## config.mk

```make
export PLATFORM = sky130hd
export DESIGN_NAME = scan_sequencer
export DESIGN_NICKNAME = d
export VERILOG_FILES = /design/src/rtl/scan_sequencer.sv
export SDC_FILE = /design/constraint.sdc
export NUM_CORES = 1
export LEC_CHECK = 0
export CORE_MARGIN = 2
export CORE_UTILIZATION = 45
export DETAILED_ROUTE_END_ITERATION = 8
export GPL_TIMING_DRIVEN = 0
export PLACE_DENSITY = 0.75
export SLEW_MARGIN = 20
export SYNTH_ARGS = -nofsm -noshare
export SYNTH_HDL_FRONTEND = slang
export SYNTH_SLANG_ARGS = --single-unit
```

## constraint.sdc

```tcl
create_clock -name clk -period 3.62 [get_ports clk]
set_input_delay 0.724 -clock clk [delete_from_list [all_inputs] [get_ports clk]]
set_output_delay 0.724 -clock clk [all_outputs]
set_load 0.02 [all_outputs]
```

## src/rtl/scan_sequencer.sv

```systemverilog
// Galvo raster scan sequencer: walks (x, block, y) point indices and times the
// DAC write, camera trigger and acquisition window for every point.
module scan_sequencer #(
  parameter int PW = 16
) (
  input  logic          clk,
  input  logic          rst_n,
  input  logic          cfg_valid,
  input  logic [PW-1:0] cfg_x_points,
  input  logic [PW-1:0] cfg_x_blocks,
  input  logic [PW-1:0] cfg_y_points,
  input  logic [PW-1:0] cfg_cycles_per_point,
  input  logic [PW-1:0] cfg_da_delay,
  input  logic [PW-1:0] cfg_acq_delay,
  input  logic [PW-1:0] cfg_ccd_delay,
  input  logic          start,
  input  logic          abort,
  output logic [PW-1:0] da_x,
  output logic [PW-1:0] da_y,
  output logic          da_wr,
  output logic          ccd_trig,
  output logic          acq_en,
  output logic          busy,
  output logic          line_done,
  output logic          scan_done,
  output logic          cfg_err
);

  typedef enum logic [3:0] {
    IDLE, DA_SET, DA_WAIT, CCD_WAIT, TRIG, ACQ_WAIT, DWELL, NEXT, DONE
  } state_t;

  localparam logic [PW-1:0] ONE = PW'(1);

  state_t        state_reg, state_next;
  logic [PW-1:0] x_points_reg, x_blocks_m1_reg, y_points_reg, cpp_reg;
  logic [PW-1:0] da_delay_reg, acq_delay_reg, ccd_delay_reg;
  logic          cfg_loaded_reg;
  logic [PW-1:0] cnt_reg, cnt_next;
  logic [PW-1:0] xi_reg, xi_next, bi_reg, bi_next, yi_reg, yi_next;
  logic [PW-1:0] da_x_reg, da_y_reg;
  logic          cfg_err_reg, cfg_err_next;
  logic          cfg_ok;

  assign cfg_ok = cfg_loaded_reg && (x_points_reg != '0) && (y_points_reg != '0)
                  && (cpp_reg != '0);

  // Configuration is only accepted while idle so a running scan never changes shape.
  always_ff @(posedge clk or negedge rst_n) begin
    if (!rst_n) begin
      x_points_reg    <= '0;
      x_blocks_m1_reg <= '0;
      y_points_reg    <= '0;
      cpp_reg         <= '0;
      da_delay_reg    <= '0;
      acq_delay_reg   <= '0;
      ccd_delay_reg   <= '0;
      cfg_loaded_reg  <= 1'b0;
    end else if (state_reg == IDLE && cfg_valid) begin
      x_points_reg    <= cfg_x_points;
      x_blocks_m1_reg <= (cfg_x_blocks == '0) ? '0 : cfg_x_blocks - ONE;
      y_points_reg    <= cfg_y_points;
      cpp_reg         <= cfg_cycles_per_point;
      da_delay_reg    <= cfg_da_delay;
      acq_delay_reg   <= cfg_acq_delay;
      ccd_delay_reg   <= cfg_ccd_delay;
      cfg_loaded_reg  <= 1'b1;
    end
  end

  always_ff @(posedge clk or negedge rst_n) begin
    if (!rst_n) begin
      state_reg   <= IDLE;
      cnt_reg     <= '0;
      xi_reg      <= '0;
      bi_reg      <= '0;
      yi_reg      <= '0;
      da_x_reg    <= '0;
      da_y_reg    <= '0;
      cfg_err_reg <= 1'b0;
    end else begin
      state_reg   <= state_next;
      cnt_reg     <= cnt_next;
      xi_reg      <= xi_next;
      bi_reg      <= bi_next;
      yi_reg      <= yi_next;
      cfg_err_reg <= cfg_err_next;
      if (state_reg == DA_SET) begin
        da_x_reg <= xi_reg;
        da_y_reg <= yi_reg;
      end
    end
  end

  always_comb begin
    state_next   = state_reg;
    cnt_next     = cnt_reg;
    xi_next      = xi_reg;
    bi_next      = bi_reg;
    yi_next      = yi_reg;
    cfg_err_next = 1'b0;
    da_wr        = 1'b0;
    ccd_trig     = 1'b0;
    acq_en       = 1'b0;
    line_done    = 1'b0;
    scan_done    = 1'b0;

    // Every timed phase loads count-1 on entry and leaves when the counter hits zero;
    // zero-length phases are skipped at the point of entry.
    case (state_reg)
      IDLE: begin
        if (start) begin
          if (cfg_ok) begin
            xi_next    = '0;
            bi_next    = '0;
            yi_next    = '0;
            state_next = DA_SET;
          end else begin
            cfg_err_next = 1'b1;
          end
        end
      end
      DA_SET: begin
        da_wr = 1'b1;
        if (da_delay_reg != '0) begin
          state_next = DA_WAIT;
          cnt_next   = da_delay_reg - ONE;
        end else if (ccd_delay_reg != '0) begin
          state_next = CCD_WAIT;
          cnt_next   = ccd_delay_reg - ONE;
        end else begin
          state_next = TRIG;
        end
      end
      DA_WAIT: begin
        if (cnt_reg != '0) begin
          cnt_next = cnt_reg - ONE;
        end else if (ccd_delay_reg != '0) begin
          state_next = CCD_WAIT;
          cnt_next   = ccd_delay_reg - ONE;
        end else begin
          state_next = TRIG;
        end
      end
      CCD_WAIT: begin
        if (cnt_reg != '0) cnt_next = cnt_reg - ONE;
        else state_next = TRIG;
      end
      TRIG: begin
        ccd_trig = 1'b1;
        if (acq_delay_reg != '0) begin
          state_next = ACQ_WAIT;
          cnt_next   = acq_delay_reg - ONE;
        end else begin
          state_next = DWELL;
          cnt_next   = cpp_reg - ONE;
        end
      end
      ACQ_WAIT: begin
        if (cnt_reg != '0) begin
          cnt_next = cnt_reg - ONE;
        end else begin
          state_next = DWELL;
          cnt_next   = cpp_reg - ONE;
        end
      end
      DWELL: begin
        acq_en = 1'b1;
        if (cnt_reg != '0) cnt_next = cnt_reg - ONE;
        else state_next = NEXT;
      end
      NEXT: begin
        state_next = DA_SET;
        if (xi_reg == x_points_reg - ONE) begin
          xi_next   = '0;
          line_done = 1'b1;
          if (bi_reg == x_blocks_m1_reg) begin
            bi_next = '0;
            if (yi_reg == y_points_reg - ONE) state_next = DONE;
            else yi_next = yi_reg + ONE;
          end else begin
            bi_next = bi_reg + ONE;
          end
        end else begin
          xi_next = xi_reg + ONE;
        end
      end
      DONE: begin
        scan_done  = 1'b1;
        state_next = IDLE;
      end
      default: state_next = IDLE;
    endcase

    if (abort && state_reg != IDLE) begin
      state_next = IDLE;
      da_wr      = 1'b0;
      ccd_trig   = 1'b0;
      acq_en     = 1'b0;
      line_done  = 1'b0;
      scan_done  = 1'b0;
    end
  end

  // The new position is presented during DA_SET itself, then held.
  assign da_x    = (state_reg == DA_SET) ? xi_reg : da_x_reg;
  assign da_y    = (state_reg == DA_SET) ? yi_reg : da_y_reg;
  assign busy    = (state_reg != IDLE);
  assign cfg_err = cfg_err_reg;

endmodule

```

==> results of run 1 <==
## worst reg2reg max path, stage by stage, from the launching register on
cell and delay, ps:
dfrtp_1 410, inv_1 90, ha_1 190, nor4b_2 360, nand3_1 290, or3_1 400, clkbuf_1 190, a21boi_2 410
clkbuf_2 360, o221ai_1 200, a211oi_1 300, o22ai_1 120
## area by class of cell
type | instances | area [sq um] | area share
well taps | 384 | 480 | 0.0296
clock buffers | 38 | 756 | 0.0466
inverters | 24 | 90.1 | 0.00555
multi-input cells | 1106 | 7360 | 0.454
plain buffers | 77 | 358 | 0.0220
clock inverters | 9 | 114 | 0.00701
flip-flops and latches | 214 | 5360 | 0.330
repair buffers | 169 | 1710 | 0.105
## worst paths after layout
kind | slack [ps] | end | start | cells past startpoint
max | -60 | line_done | x_points_reg[8] | 8
min | 60 | x_blocks_m1_reg[12] | rst_n | 1
max reg2reg | 170 | cnt_reg[12] | cnt_reg[0] | 11
min reg2reg | 470 | da_x_reg[2] | da_x_reg[2] | 2
max in group asynchronous | 2810 | acq_delay_reg[14] | rst_n | 2
min in group clk | 470 | da_x_reg[2] | da_x_reg[2] | 2
## cells by family after synthesis
kind of cell,Yosys count,synth area share
AOI/OAI and AO/OA,292,0.140
muxes,106,0.0916
xor gates and xnor gates,119,0.0806
and+or+nand+nor,577,0.231
buffers and inverters,103,0.0309
adders and majority gates,12,0.0116
DFF,214,0.414
## through the flow
step / setup WS, ps / area (sq um)
after floorplan: 35.2 / 12900
after global placement: -7190 / 15000
after detailed placement: -676 / 15000
after CTS: -77.7 / 16100
after global routing: -141 / 16200
final: -56.2 / 16200
## routing by layer
metal / vias to the layer above / part of all wire
met4: 0 / 0.030
met3: 73 / 0.070
met1: 5788 / 0.43
met2: 438 / 0.47
met5: - / 0
li1: 5557 / -
## cell usage in the layout, fill, tap and decap left out, types with 21 or more instances in the layout
master and instances:
inv_1 24, clkbuf_16 26, nand2_1 196, mux2_2 98, or3_1 28, nand3_1 37
and3_1 25, nand2b_1 21, nor4_1 22, xor2_1 44, nor3_1 43, clkbuf_1 53
dfrtp_1 210, xnor2_1 75, a21oi_1 42, clkdlybuf4s50_1 147, o21ai_0 120, nor2_1 81
## power groups by stage
stage / Clock, mW / Sequential, mW / Combinational, mW
2_1_floorplan: 0 / 3.81 / 3.47
3_3_place_gp: 0 / 4.03 / 4.63
3_5_place_dp: 0 / 4.08 / 4.73
4_1_cts: 2.67 / 4.07 / 4.85
5_1_grt: 2.77 / 4.24 / 5.47
6_report: 2.62 / 4.12 / 5.00
## timing repair
action / CTS / global route
pin swaps: 7 / 3
hold buffers: 0 / 0
resized for setup: 47 / 44
endpoints found under the hold margin: 0 / 0
setup buffers: 7 / 4
setup endpoints to repair: 91 / 69
==> results.toml, run 1 <==
[outcome]
status = "complete, but fails checks"
violations = "setup timing"

[timing]
setup_viol = 1
period_share = 1.02
drv_slew = 0
final_hold_viol_count = 0
hold_ws_ps = 55.9
worst_pin_slew_ps = 1000
setup_tns_ps = -56.2
rsz0062_at_grt = "yes"
clock_skew_ps = 17.1
min_period_ps = 3680
relSlewSlack = 0.331
finalWorstSetupSlack_ps = -56.2
timing.fmax_ghz = 0.272

[grt]
grt_overflow_total = 0
grt_usage = 0.248
grt_max_degree = 92
grt_pass1_wl_mm = 60.8
met1_usage = 0.333
gr-usage-met2 = 0.412
grt_pass1_vias = 11600
met3_usage = 0.0419
gr-max-usage-layer = "met2"
antenna_found_initial = 0

[pwr]
p_switching_mw = 4.77
power_frac_seq = 0.351
ir_drop_mv = 0.507
intPower_mw = 6.97
p_per_area_mw_per_mm2 = 724
p_total_mw = 11.7
combPwrFrac = 0.426
p_clk_frac = 0.223
leakage_nw = 6.60
switching_share = 0.406

[logic_synthesis]
avgSynthCellArea_sq_um = 9.08
synth_cell_types = 74
ys_ff_latch = 214
yosys-top-cells-count = "214 x dfrtp_1, 198 x nand2_1, 122 x o21ai_0, 98 x mux2_2, 83 x nor2_1"
synth-edff-count = 0
yosys.area.top_type_share = 0.414
yosysSeqAreaShare = 0.414
yosys_warnings = 0
netlist.top_cell.by_area = "dfrtp_1"
synth_area_leaders = "dfrtp_1 41%, mux2_2 8.5%, nand2_1 5.8%"
syn-num-nets = 1552
synth_ff_type = "dfrtp_1"
synth_area_sq_mm = 0.0129
yosysMostFrequentCell = "dfrtp_1"
synthCells = 1423
async_reset_ff_frac = 1.00

[setup_path]
critPathRequiredTime_ps = 2900
critPathBufInv = 2
crit_chain = "or4_4 -> nor4_4 -> mux2i_1 -> or4_4 -> nor4_4 -> buf_4 -> a21boi_2 -> buf_4"
end_kind = "output pin"
critical-path-max-stage-delay_ps = 570
startpoint_type = "register"
crit_fanout = 6
crit_type = "reg2out"
critPathTopFamily = "simple AND/OR/NAND/NOR gates"
cp.arrival_ps = 2950
slowest_stage = "or4_4"

[die]
rows = 62
start_util = 0.454
core_sq_mm = 0.0285
fp.dieH_um = 173
die_x_um = 173
die_area_sq_mm = 0.0301
pin_count = 156

[cts]
cts_num_sinks = 214
cts_buffers = 26
htreeDepth = 1
clk_path_buf_depth = 3
clk_latency_ps = 540
ctsRootBufferMaster = "clkbuf_16"
cts_tree = "built"
clk_pin_slew_ps = 60

[detailed_routing]
num_vias = 11900
dr.pass1.iters = 6
ant_nets = 0
wl_mm = 37.7
post_drt_wl_per_cell_um = 18.7
drtIter0Drc = 1039
via_per_inst = 5.87
drc = 0

[place]
port_buffers = 155
dp_hpwl_mm = 27.4
place_inst = 1965
globalplace.congestion = 0.978

[cells_and_area]
instances_no_fill = 2021
diodes = 0
post-route-util = 0.570
drive_gt1_frac = 0.141
n_fill_cell = 2517
layout.nets = 1747
area_growth_pct = 25.6

[run]
max_cap_violations = 0

[min_path]
hold_class = "in2async"
No activity file was read; power rests on OpenSTA's default activity.
==> run 2, diff against run 1 <==
Settings changed: ABC_AREA set to 1, PLACE_DENSITY 0.75 to 0.74.
==> run 2 against run 1 <==
Against the previous run: the flow now finishes without violations; critical path type unchanged; core utilization is 1.3 points lower; critical endpoint unchanged; clock-buffer cell count decreased by 5; routed wire length increased by 20%; synthesized cell count up 42%; cell count increased by 29%; setup slack better by 160 ps; highest routed layer unchanged; synthesized area up 8.1%; die area is 7.9% higher; first-iteration DRC count rose by 24%; global-route usage up 2.5 points; clock power grew 5%; combinational power rose by 19%.
==> results.toml, run 2 <==
[outcome]
status = "completed"

[logic_synthesis]
yosys-top-cells-count = "605 x nand2_1, 244 x nor2_1, 214 x dfrtp_1, 195 x inv_1, 159 x nand3_1"
synth_area_sq_mm = 0.0140
ys_ff_latch = 214
async_reset_ff_frac = 1.00
synth_area_leaders = "dfrtp_1 38%, nand2_1 16%, nor2_1 6.6%"
yosys_warnings = 0
avgSynthCellArea_sq_um = 6.93
netlist.top_cell.by_area = "dfrtp_1"
synth_cell_types = 47
synthCells = 2018
yosysSeqAreaShare = 0.383
yosys.area.top_type_share = 0.383
yosysMostFrequentCell = "nand2_1"
synth-edff-count = 0
syn-num-nets = 2147
synth_ff_type = "dfrtp_1"

[setup_path]
slowest_stage = "dfrtp_1"
cp.arrival_ps = 2790
critPathBufInv = 4
critPathTopFamily = "simple AND/OR/NAND/NOR gates"
critPathRequiredTime_ps = 2900
critical-path-max-stage-delay_ps = 390
startpoint_type = "register"
crit_type = "reg2out"
end_kind = "output pin"
crit_chain = "inv_2 -> ha_4 -> nand3_2 -> nor2_2 -> xor2_1 -> nand3_2 -> nor2_4 -> nand4_4 -> inv_1 -> nand2_1 -> inv_1 -> clkdlybuf4s15_2"
crit_fanout = 5

[timing]
min_period_ps = 3510
worst_pin_slew_ps = 785
clock_skew_ps = 30.5
rsz0062_at_grt = "yes"
relSlewSlack = 0.477
finalWorstSetupSlack_ps = 108
final_hold_viol_count = 0
timing.fmax_ghz = 0.285
setup_viol = 0
period_share = 0.970
drv_slew = 0

[run]
max_cap_violations = 0

[detailed_routing]
post_drt_wl_per_cell_um = 17.3
num_vias = 14100
via_per_inst = 5.39
drtIter0Drc = 1284
dr.pass1.iters = 6
drc = 0
ant_nets = 0
wl_mm = 45.3

[place]
pre_cts_ws_ps = 200
dp_hpwl_mm = 35.0
globalplace.congestion = 0.961
port_buffers = 155
dpl_cell_area_sq_mm = 0.0161

[die]
rows = 64
fp.dieH_um = 180
pin_count = 156
start_util = 0.457
core_sq_mm = 0.0306
die_area_sq_mm = 0.0325
die_x_um = 180

[grt]
grt_overflow_total = 0
grt_pass1_vias = 13600
grt_usage = 0.273
grt_pass1_wl_mm = 71.9
grt_max_degree = 99
antenna_found_initial = 0

[cells_and_area]
regArea_sq_mm = 0.00536
fin_area_sq_mm = 0.0170
layout.nets = 2331
drive_gt1_frac = 0.0586
area_growth_pct = 21.9
mostFrequentLayoutCells = "605 x nand2_1, 240 x nor2_1, 214 x dfrtp_1, 194 x inv_1, 158 x nand3_1"
post-route-util = 0.557
n_fill_cell = 2990
layout_commonest_cell = "nand2_1"
multi_input_area_sq_mm = 0.00764
diodes = 0

[cts]
cts_num_sinks = 214
ctsRootBufferMaster = "clkbuf_16"
cts_tree = "built"
cts_buffers = 25
clk_path_buf_depth = 3
clk_latency_ps = 550
clk_pin_slew_ps = 60
postCtsSetupBuffers = 0
htreeDepth = 1

[pwr]
leakage_nw = 7.89
p_per_area_mw_per_mm2 = 745
ir_drop_mv = 0.439

[min_path]
hold_class = "in2async"
run 2: worst reg2reg max path: stages (launching register included):
cell and delay [ps]:
dfrtp_1 380, inv_1 120, ha_1 220, nand3_1 220, nor2_1 160, nand3_1 130
nor2_2 420, inv_1 110, nand2_1 190, nand2_2 180, a22oi_1 260, nand4_1 160
nand2_1 100, nand2_1 50
run 2: cell type report:
type | count | share of cell area
tap | 396 | 0.0291
sequential | 214 | 0.314
buffer | 56 | 0.0156
multi-input combinational | 1543 | 0.448
timing repair buffer | 157 | 0.0948
clock buffer | 33 | 0.0403
inverter | 205 | 0.0452
clock inverter | 12 | 0.0121
run 2: per-layer routing:
metal / up-vias / share of wire / global-route usage
li1: 6863 / - / -
met1: 6625 / 0.43 / 0.373
met2: 498 / 0.47 / 0.451
met3: 110 / 0.060 / 0.0297
met4: 0 / 0.038 / 0.0926
met5: - / 0 / 0
run 2: what timing repair did:
item	in CTS	in global routing
setup endpoints to repair	11	24
pin swaps	0	0
gates resized for setup	14	17
hold buffers	0	0
run 2: cell families (layout without fill, tap and decap cells):
family                     after synthesis  count (layout)  share of synthesized area
AOI/OAI and AO/OA                      244             244                     0.0948
xor gates and xnor gates               132             132                     0.0837
adders and majority gates               12              12                     0.0107
buffers and inverters                  261             463                     0.0738
DFF                                    214             214                      0.383
and+or+nand+nor                       1155            1155                      0.354
run 2: metrics by stage:
stage                     instances  power, mW  setup TNS (ps)  hold slack [ps]
after CTS                      2616       12.6           -37.6              106
after global routing           2616       13.6           -35.4              129
final                          2616       12.7               0              107
after global placement         2569       9.67        -1557410              434
after floorplan                2018       7.82               0              423
after detailed placement       2571       9.76               0              440
run 2: power by group:
part / internal, mW / switching, mW
Clock: 1.70 / 1.07
Sequential: 3.13 / 0.834
Combinational: 1.95 / 4.00
run 2: worst paths after layout:
| kind | to | cells past startpoint | slack, ps | startpoint |
|---|---|---|---|---|
| worst max-delay path | line_done | 12 | 110 | x_points_reg[0] |
| worst min-delay path | ccd_delay_reg[5] | 1 | 110 | rst_n |
| worst max register to register | cnt_reg[0] | 13 | 810 | cnt_reg[0] |
| worst min register to register | cfg_loaded_reg | 2 | 450 | cfg_loaded_reg |
| max in group asynchronous | y_points_reg[12] | 2 | 2690 | rst_n |
| min in group clk | cfg_loaded_reg | 2 | 450 | cfg_loaded_reg |
